--- config.mk ---
export PLATFORM = sky130hd
export DESIGN_NAME = read_empty
export DESIGN_NICKNAME = d
export VERILOG_FILES = /design/src/rtl/fifo_pkg.sv /design/src/rtl/sync_ptr.sv /design/src/rtl/read_empty.sv
export SDC_FILE = /design/constraint.sdc
export NUM_CORES = 1
export LEC_CHECK = 0
export BUFFER_PORTS_ARGS = -buffer_cell sky130_fd_sc_hd__buf_2
export CELL_PAD_IN_SITES_DETAIL_PLACEMENT = 0
export CELL_PAD_IN_SITES_GLOBAL_PLACEMENT = 2
export CORE_ASPECT_RATIO = 0.5
export CORE_MARGIN = 3
export CORE_UTILIZATION = 33
export DETAILED_ROUTE_END_ITERATION = 16
export HOLD_SLACK_MARGIN = 0.12
export MAX_ROUTING_LAYER = met4
export PLACE_DENSITY_LB_ADDON = 0.1
export SYNTH_ARGS = -nofsm -noshare
export SYNTH_HDL_FRONTEND = slang
export SYNTH_SLANG_ARGS = --single-unit
--- constraint.sdc ---
create_clock -name read_clk -period 3.6 [get_ports read_clk]
set_clock_uncertainty 0.15 [all_clocks]
set_input_delay 0.72 -clock read_clk [delete_from_list [all_inputs] [get_ports read_clk]]
set_output_delay 0.72 -clock read_clk [all_outputs]
set_load 0.005 [all_outputs]
--- src/rtl/fifo_pkg.sv ---
// Shared async-FIFO definitions used by both the read and write pointer blocks.
// Gray helpers work on a wide word; callers zero-extend and slice to their pointer width.
package fifo_pkg;

    localparam int ADDR_SIZE_DEF = 4;
    localparam int MAX_PTR_W     = 16;

    typedef logic [MAX_PTR_W-1:0] ptr_word_t;

    function automatic int ptr_width(input int addr_size);
        return addr_size + 1;
    endfunction

    localparam int PTR_W_DEF = ptr_width(ADDR_SIZE_DEF);

    function automatic ptr_word_t bin2gray(input ptr_word_t bin);
        return (bin >> 1) ^ bin;
    endfunction

    // Zero-extended upper bits leave the prefix XOR unaffected.
    function automatic ptr_word_t gray2bin(input ptr_word_t gray);
        ptr_word_t bin;
        bin[MAX_PTR_W-1] = gray[MAX_PTR_W-1];
        for (int i = MAX_PTR_W - 2; i >= 0; i--) begin
            bin[i] = bin[i+1] ^ gray[i];
        end
        return bin;
    endfunction

endpackage

--- src/rtl/sync_ptr.sv ---
// Two-flop synchronizer for a Gray-coded pointer crossing into the local clock domain.
module sync_ptr #(
    parameter int WIDTH = 5
) (
    input  logic             clk,
    input  logic             reset,
    input  logic [WIDTH-1:0] ptr,
    output logic [WIDTH-1:0] ptr_sync
);

    logic [WIDTH-1:0] stage1;

    always_ff @(posedge clk) begin
        if (reset) begin
            stage1   <= '0;
            ptr_sync <= '0;
        end else begin
            stage1   <= ptr;
            ptr_sync <= stage1;
        end
    end

endmodule

--- src/rtl/read_empty.sv ---
// Read-side pointer and flag logic of an async FIFO: pops, empty/almost-empty, occupancy, underflow.
// Flags are computed from next-state pointers so they are valid in the same cycle as the pointer.
module read_empty
    import fifo_pkg::*;
#(
    parameter int ADDR_SIZE = ADDR_SIZE_DEF,
    parameter int AE_LEVEL  = 2
) (
    input  logic                 read_clk,
    input  logic                 read_reset,
    input  logic                 read_inc,
    input  logic [ADDR_SIZE:0]   write_ptr,
    output logic [ADDR_SIZE-1:0] read_addr,
    output logic [ADDR_SIZE:0]   read_ptr,
    output logic                 empty,
    output logic                 almost_empty,
    output logic [ADDR_SIZE:0]   read_count,
    output logic                 underflow
);

    localparam int PTR_W = ptr_width(ADDR_SIZE);
    localparam logic [PTR_W-1:0] AE_THR = PTR_W'(AE_LEVEL);

    logic [PTR_W-1:0] wptr_sync;
    logic [PTR_W-1:0] rbin;
    logic [PTR_W-1:0] rgray;
    logic [PTR_W-1:0] next_rbin;
    logic [PTR_W-1:0] next_rgray;
    logic [PTR_W-1:0] wbin;
    logic [PTR_W-1:0] next_count;
    ptr_word_t        gray_wide;
    ptr_word_t        wbin_wide;
    logic             pop;
    logic             unused_hi;

    sync_ptr #(.WIDTH(PTR_W)) u_sync_wptr (
        .clk      (read_clk),
        .reset    (read_reset),
        .ptr      (write_ptr),
        .ptr_sync (wptr_sync)
    );

    always_comb begin
        pop        = read_inc & ~empty;
        next_rbin  = rbin + PTR_W'(pop);
        gray_wide  = bin2gray(ptr_word_t'(next_rbin));
        next_rgray = gray_wide[PTR_W-1:0];
        wbin_wide  = gray2bin(ptr_word_t'(wptr_sync));
        wbin       = wbin_wide[PTR_W-1:0];
        next_count = wbin - next_rbin;
    end

    assign unused_hi = ^{gray_wide[MAX_PTR_W-1:PTR_W], wbin_wide[MAX_PTR_W-1:PTR_W]};

    always_ff @(posedge read_clk) begin
        if (read_reset) begin
            rbin         <= '0;
            rgray        <= '0;
            read_count   <= '0;
            empty        <= 1'b1;
            almost_empty <= 1'b1;
            underflow    <= 1'b0;
        end else begin
            rbin         <= next_rbin;
            rgray        <= next_rgray;
            read_count   <= next_count;
            empty        <= (next_rgray == wptr_sync);
            almost_empty <= (next_count <= AE_THR);
            if (read_inc && empty) begin
                underflow <= 1'b1;
            end
        end
    end

    assign read_addr = rbin[ADDR_SIZE-1:0];
    assign read_ptr  = rgray;

endmodule

After elaboration in Yosys (flattened, before gate mapping)
Cells that the tools add are included.
{"block": "totals", "register_bits": 28, "inputBits": 8, "out_inout_bits": 17, "word_cells": 20}
{"block": "classes", "add_sub_neg": 2, "magnitude_cmp": 1, "n_eq_ne": 1, "bitwise": 7, "n_reduce_logical": 1}
{"operator": "$add A5 B1 Y5", "n": 1}
{"operator": "$eq A5 B5 Y1", "n": 1}
{"operator": "$le A5 B2 Y1 const B", "n": 1}
{"operator": "$sub A5 B5 Y5", "n": 1}
{"operator": "$xor A4 B5 Y5", "n": 1}
{"operator": "$xor A1 B1 Y1", "n": 4}
{"operator": "$and A1 B1 Y1", "n": 1}
{"operator": "$logic_and A1 B1 Y1", "n": 1}
{"operator": "$not A1 Y1", "n": 1}

Longest topological paths before layout
{"block": "logic_depth", "depth_word": 6, "ltp_mapped": 10, "ltp_nobuf": 10}

Modules after synthesis
From an unflattened synthesis, not the netlist that was laid out.
{"block": "hier_totals", "cells_unflattened": 110, "hier_area_um2": 1183.6}
{"module": "read_empty", "instances": 1, "cells_per_inst": 90, "area_each_um2": 920.9, "seq_area_each_um2": 340.3}
{"module": "sync_ptr", "instances": 1, "cells_per_inst": 20, "area_each_um2": 262.8, "seq_area_each_um2": 200.2}

Worst setup path before layout
No wires, ideal clock.
{"block": "synth_path", "path_type": "register -> register", "from": "register u_sync_wptr.ptr_sync[4]", "to": "register almost_empty", "setup_time_ps": 112, "arrival_ps": 2802, "required_ps": 3338, "path_slack_ps": 536, "stages_incl_launch_ff": 11, "path_buffers": 0, "synth_period_minus_slack_ps": 3064, "path_cell_list": "dfxtp_1 > xor3_2 > xor2_1 > xnor2_1 > ha_1 > inv_1 > fa_1 > and2_1 > a221o_1 > xnor2_1 > a2111oi_1"}
{"block": "synth_via", "elab_chain_len": 6}
{"element": "start, declared", "line": "sync_ptr.sv:8", "rtl": "output logic [WIDTH-1:0] ptr_sync"}
{"element": "start signal, assigned", "line": "sync_ptr.sv:19", "rtl": "ptr_sync <= stage1;"}
{"element": "$xor A1 B1 Y1 (4 in a row)", "line": "fifo_pkg.sv:25", "rtl": "bin[i] = bin[i+1] ^ gray[i];"}
{"element": "$sub A5 B5 Y5 *", "line": "read_empty.sv:50", "rtl": "next_count = wbin - next_rbin;"}
{"element": "$le A5 B2 Y1 *", "line": "read_empty.sv:68", "rtl": "almost_empty <= (next_count <= AE_THR);"}
{"element": "end signal, assigned", "line": "read_empty.sv:68"}
{"element": "end, declared", "line": "read_empty.sv:16", "rtl": "output logic almost_empty,"}
Mark *: on every way between the ends. The rest lies on a longest branch, timed or not.
A chain may end at the register's enable or synchronous reset.

Final worst setup path
Ends and elaborated chain as after synthesis.

==> metrics.md <==
| Metric | Value |
|---|---|
| Status | `finished, final reports clean` |
| Reg2reg path depth | `10` |
| Clock Latency Late Sink | `0.28 ns` |
| Post-synthesis compound-gate area fraction | `5.682%` |
| Cell area power density | `446.6 nW/um^2` |
| Multi-input logic area | `640.6 um^2` |
| Wire length per cell | `12.26 um` |
| Drt drc | `0` |
| Initial Util | `37.37%` |
| Max-slew violations | `0` |
| Layout area overhead | `18.39%` |
| DR vias/cell | `4.220` |
| Critical path's most frequent cell | `xnor2_1` |
| Reg area | `540.5 um^2` |
| Top cell family by delay on the critical path | `XOR/XNOR gates` |
| H-tree depth | `1` |
| Register area share after synthesis | `44.63%` |
| Post-synth EDFFs | `0` |
| Via Count | `785` |
| Vias in the first global route | `703` |
| HP Start | `u_sync_wptr.stage1[1]` |
| HP Class | `flip-flop to flip-flop` |
| Leak pwr | `0.6305 nW` |
| Yosys warnings | `0` |
| First-pass GRT wire length | `3843 um` |
| Mapped Area | `1211 um^2` |
| Reg2reg end | `almost_empty` |
| Peak VDD IR | `180.8 uV` |
| Die height | `48.84 um` |
| GRT overflow | `0` |
| Final Hold Viols | `0` |
| Gp weighted congestion | `0.7312` |
| GRT Util Overall | `11.53%` |
| TritonRoute pass-1 iters | `4` |
| Setup violators final | `0` |
| Library cells used by synthesis | `31` |
| N_diodes | `0` |
| Actual slew at the worst max-slew pin | `0.4777 ns` |
| Worst r2r src | `u_sync_wptr.ptr_sync[4]` |
| Slew HR | `68.16%` |
| Pin count of the biggest net entering global routing | `26` |
| Post-Place Cells | `182` |
| Sink Count | `27` |
| Finished Layout Cells | `186` |
| Hold path cells | `1` |
| CP max stage cell | `xor3_2` |
| Clock slew at reported path FFs | `0.09 ns` |
| R2R setup slack | `0.38 ns` |
| Primary FF master, synth | `dfxtp_1` |
| Total CTS buffers | `3` |
| Simple-gate area share of the yosys netlist | `17.56%` |
| Largest family of logic cells by synthesized area | `XOR/XNOR gates` |
| Post-Syn Instances | `112` |
| Port Buffers | `24` |
| Setup CP Type | `flip-flop to flip-flop` |
| Setup TNS | `0 ns` |
| Min Tclk post-route | `3.216 ns` |
| Post-synthesis xor/xnor area fraction | `21.18%` |
| Post-CTS Hold Fix Bufs | `0` |
| Arrival @ worst endpoint | `3.24 ns` |
| Crit path cell chain | `xor3_2 > xor2_2 > xnor2_1 > ha_1 > inv_1 > fa_1 > and2_1 > a221o_1 > xnor2_1 > a2111oi_1` |
| Fraction of layout cells with a size suffix above 1 | `25.36%` |
| Worst hold endpoint | `u_sync_wptr.ptr_sync[1]` |
| Finished Cell Area | `1434 um^2` |
| Detailed Route Iter0 Violations | `31` |
| TritonCTS clock tree | `built` |
| Post-synthesis mux area share | `0%` |
| Syn Area/Cell | `10.81 um^2` |
| Postcts setup bufs | `0` |
| Async SR Flop Fraction | `0%` |
| Cts repair resizes | `0` |
| Worst setup SP type | `flip-flop` |
| Synth Register Bits | `27` |
| Post-synthesis adder-cell area fraction | `7.851%` |
| Worst-path fanout max | `3` |
| Fillcell total | `328` |
| Post-route ant nets | `0` |
| Delay of the slowest cell on the worst path | `0.51 ns` |
| Root buffer cell | `clkbuf_8` |
| # rows | `14` |
| IO Pins | `25` |
| Max Freq | `0.3110 GHz` |
| Die area | `4477 um^2` |
| Die X | `91.68 um` |
| Core area | `3241 um^2` |
| RSZ-0062 raised after global routing | `false` |
| Worst Path Required | `3.62 ns` |
| Worst Path Buf+Inv | `1` |
| Synth Net Count | `127` |
| Maxcap violations | `0` |
| Final #Nets | `154` |
| Longest Clk Path Bufs | `2` |
| Final worst-path cycle share | `89.32%` |
| CP Capture Type | `flip-flop` |
| DP HPWL | `1709 um` |
| Placed cell area | `1380 um^2` |
| Post-Route WL | `2281 um` |
| Initial antenna violation count | `0` |
==> kinds of logic (layout without fill, tap and decap cells) <==
group                      after synthesis  after routing
and+or+nand+nor                         38             38
xor gates and xnor gates                24             24
adders and majority gates                7              7
AOI/OAI and AO/OA                        9              9
buffers and inverters                    7             33
DFF                                     27             27
==> flip-flops by register name, summed over array words and instances, names as in the netlist <==
register,flops
read_count,5
read_ptr,4
u_sync_wptr.stage1,5
underflow,1
almost_empty,1
rbin,5
empty,1
u_sync_wptr.ptr_sync,5
==> cell usage after synthesis (2+ instances only) <==
library cell	n	share of area [%]
dfxtp_1	27	45
xnor2_1	14	10
ha_1	6	6.2
nand3_1	2	0.83
clkbuf_1	2	0.62
nor2b_1	15	7.7
nor2_1	11	3.4
xnor2_2	2	2.7
xor2_1	6	4.3
and2_1	4	2.1
inv_1	3	0.93
==> cell type report <==
| cell class | instances | area share [%] |
|---|---|---|
| repair buffers | 26 | 9.424 |
| multi-input cells | 78 | 44.68 |
| clock inverters | 1 | 0.3490 |
| inverters | 3 | 0.7853 |
| clock buffers | 3 | 2.880 |
| flip-flops and latches | 27 | 37.70 |
| well taps | 48 | 4.188 |
==> report_power, final <==
group | internal, W | switching [W] | total, W | leakage [nW]
Clock | 0.0000777 | 0.0000962 | 0.000174 | 0.0255
Combinational | 0.0000684 | 0.0000617 | 0.000130 | 0.383
Sequential | 0.000326 | 0.0000107 | 0.000336 | 0.222
==> metal layers <==
metal / up-vias / wire length (um) / track usage, %
li1: 417 / - / -
met1: 342 / 1394 / 18.69
met2: 22 / 708 / 11.73
met3: 4 / 147 / 4.314
met4: 0 / 31 / 3.750
met5: - / 0 / -
==> placed cells by master, fill, tap and decap left out, types with 2 or more instances in the layout <==
master,count
xnor2_2,2
nand3_1,2
clkbuf_8,3
inv_1,3
buf_2,24
ha_1,6
xnor2_1,14
xor2_1,5
nor2_1,11
buf_4,2
dfxtp_1,27
and2_1,4
nor2b_1,15
==> through the flow <==
| stage | worst slack [ns] | power [W] | hold slack (ns) | util [%] |
|---|---|---|---|---|
| floorplan | 0.5356 | 0.0004272 | 0.2638 | - |
| global placement | 0.2778 | 0.0004743 | 0.2688 | 42.59 |
| detailed placement | 0.1475 | 0.0004733 | 0.2704 | 42.59 |
| CTS | 0.2666 | 0.0006500 | 0.2936 | 44.02 |
| global route | 0.1059 | 0.0006819 | 0.3042 | 44.25 |
| finish | 0.3844 | 0.0006404 | 0.2908 | 44.25 |
==> worst max-delay path by stage <==
| stage | to | slack, ns | startpoint | cells after the start |
|---|---|---|---|---|
| 2_1_floorplan | almost_empty | 0.54 | u_sync_wptr.ptr_sync[4] | 10 |
| 3_3_place_gp | almost_empty | 0.28 | read_inc | 10 |
| 3_5_place_dp | almost_empty | 0.15 | read_inc | 10 |
| 4_1_cts | almost_empty | 0.27 | u_sync_wptr.ptr_sync[4] | 10 |
| 5_1_grt | almost_empty | 0.11 | u_sync_wptr.ptr_sync[4] | 10 |
| 6_report | almost_empty | 0.38 | u_sync_wptr.ptr_sync[4] | 10 |
No activity file was read; power rests on OpenSTA's default activity.
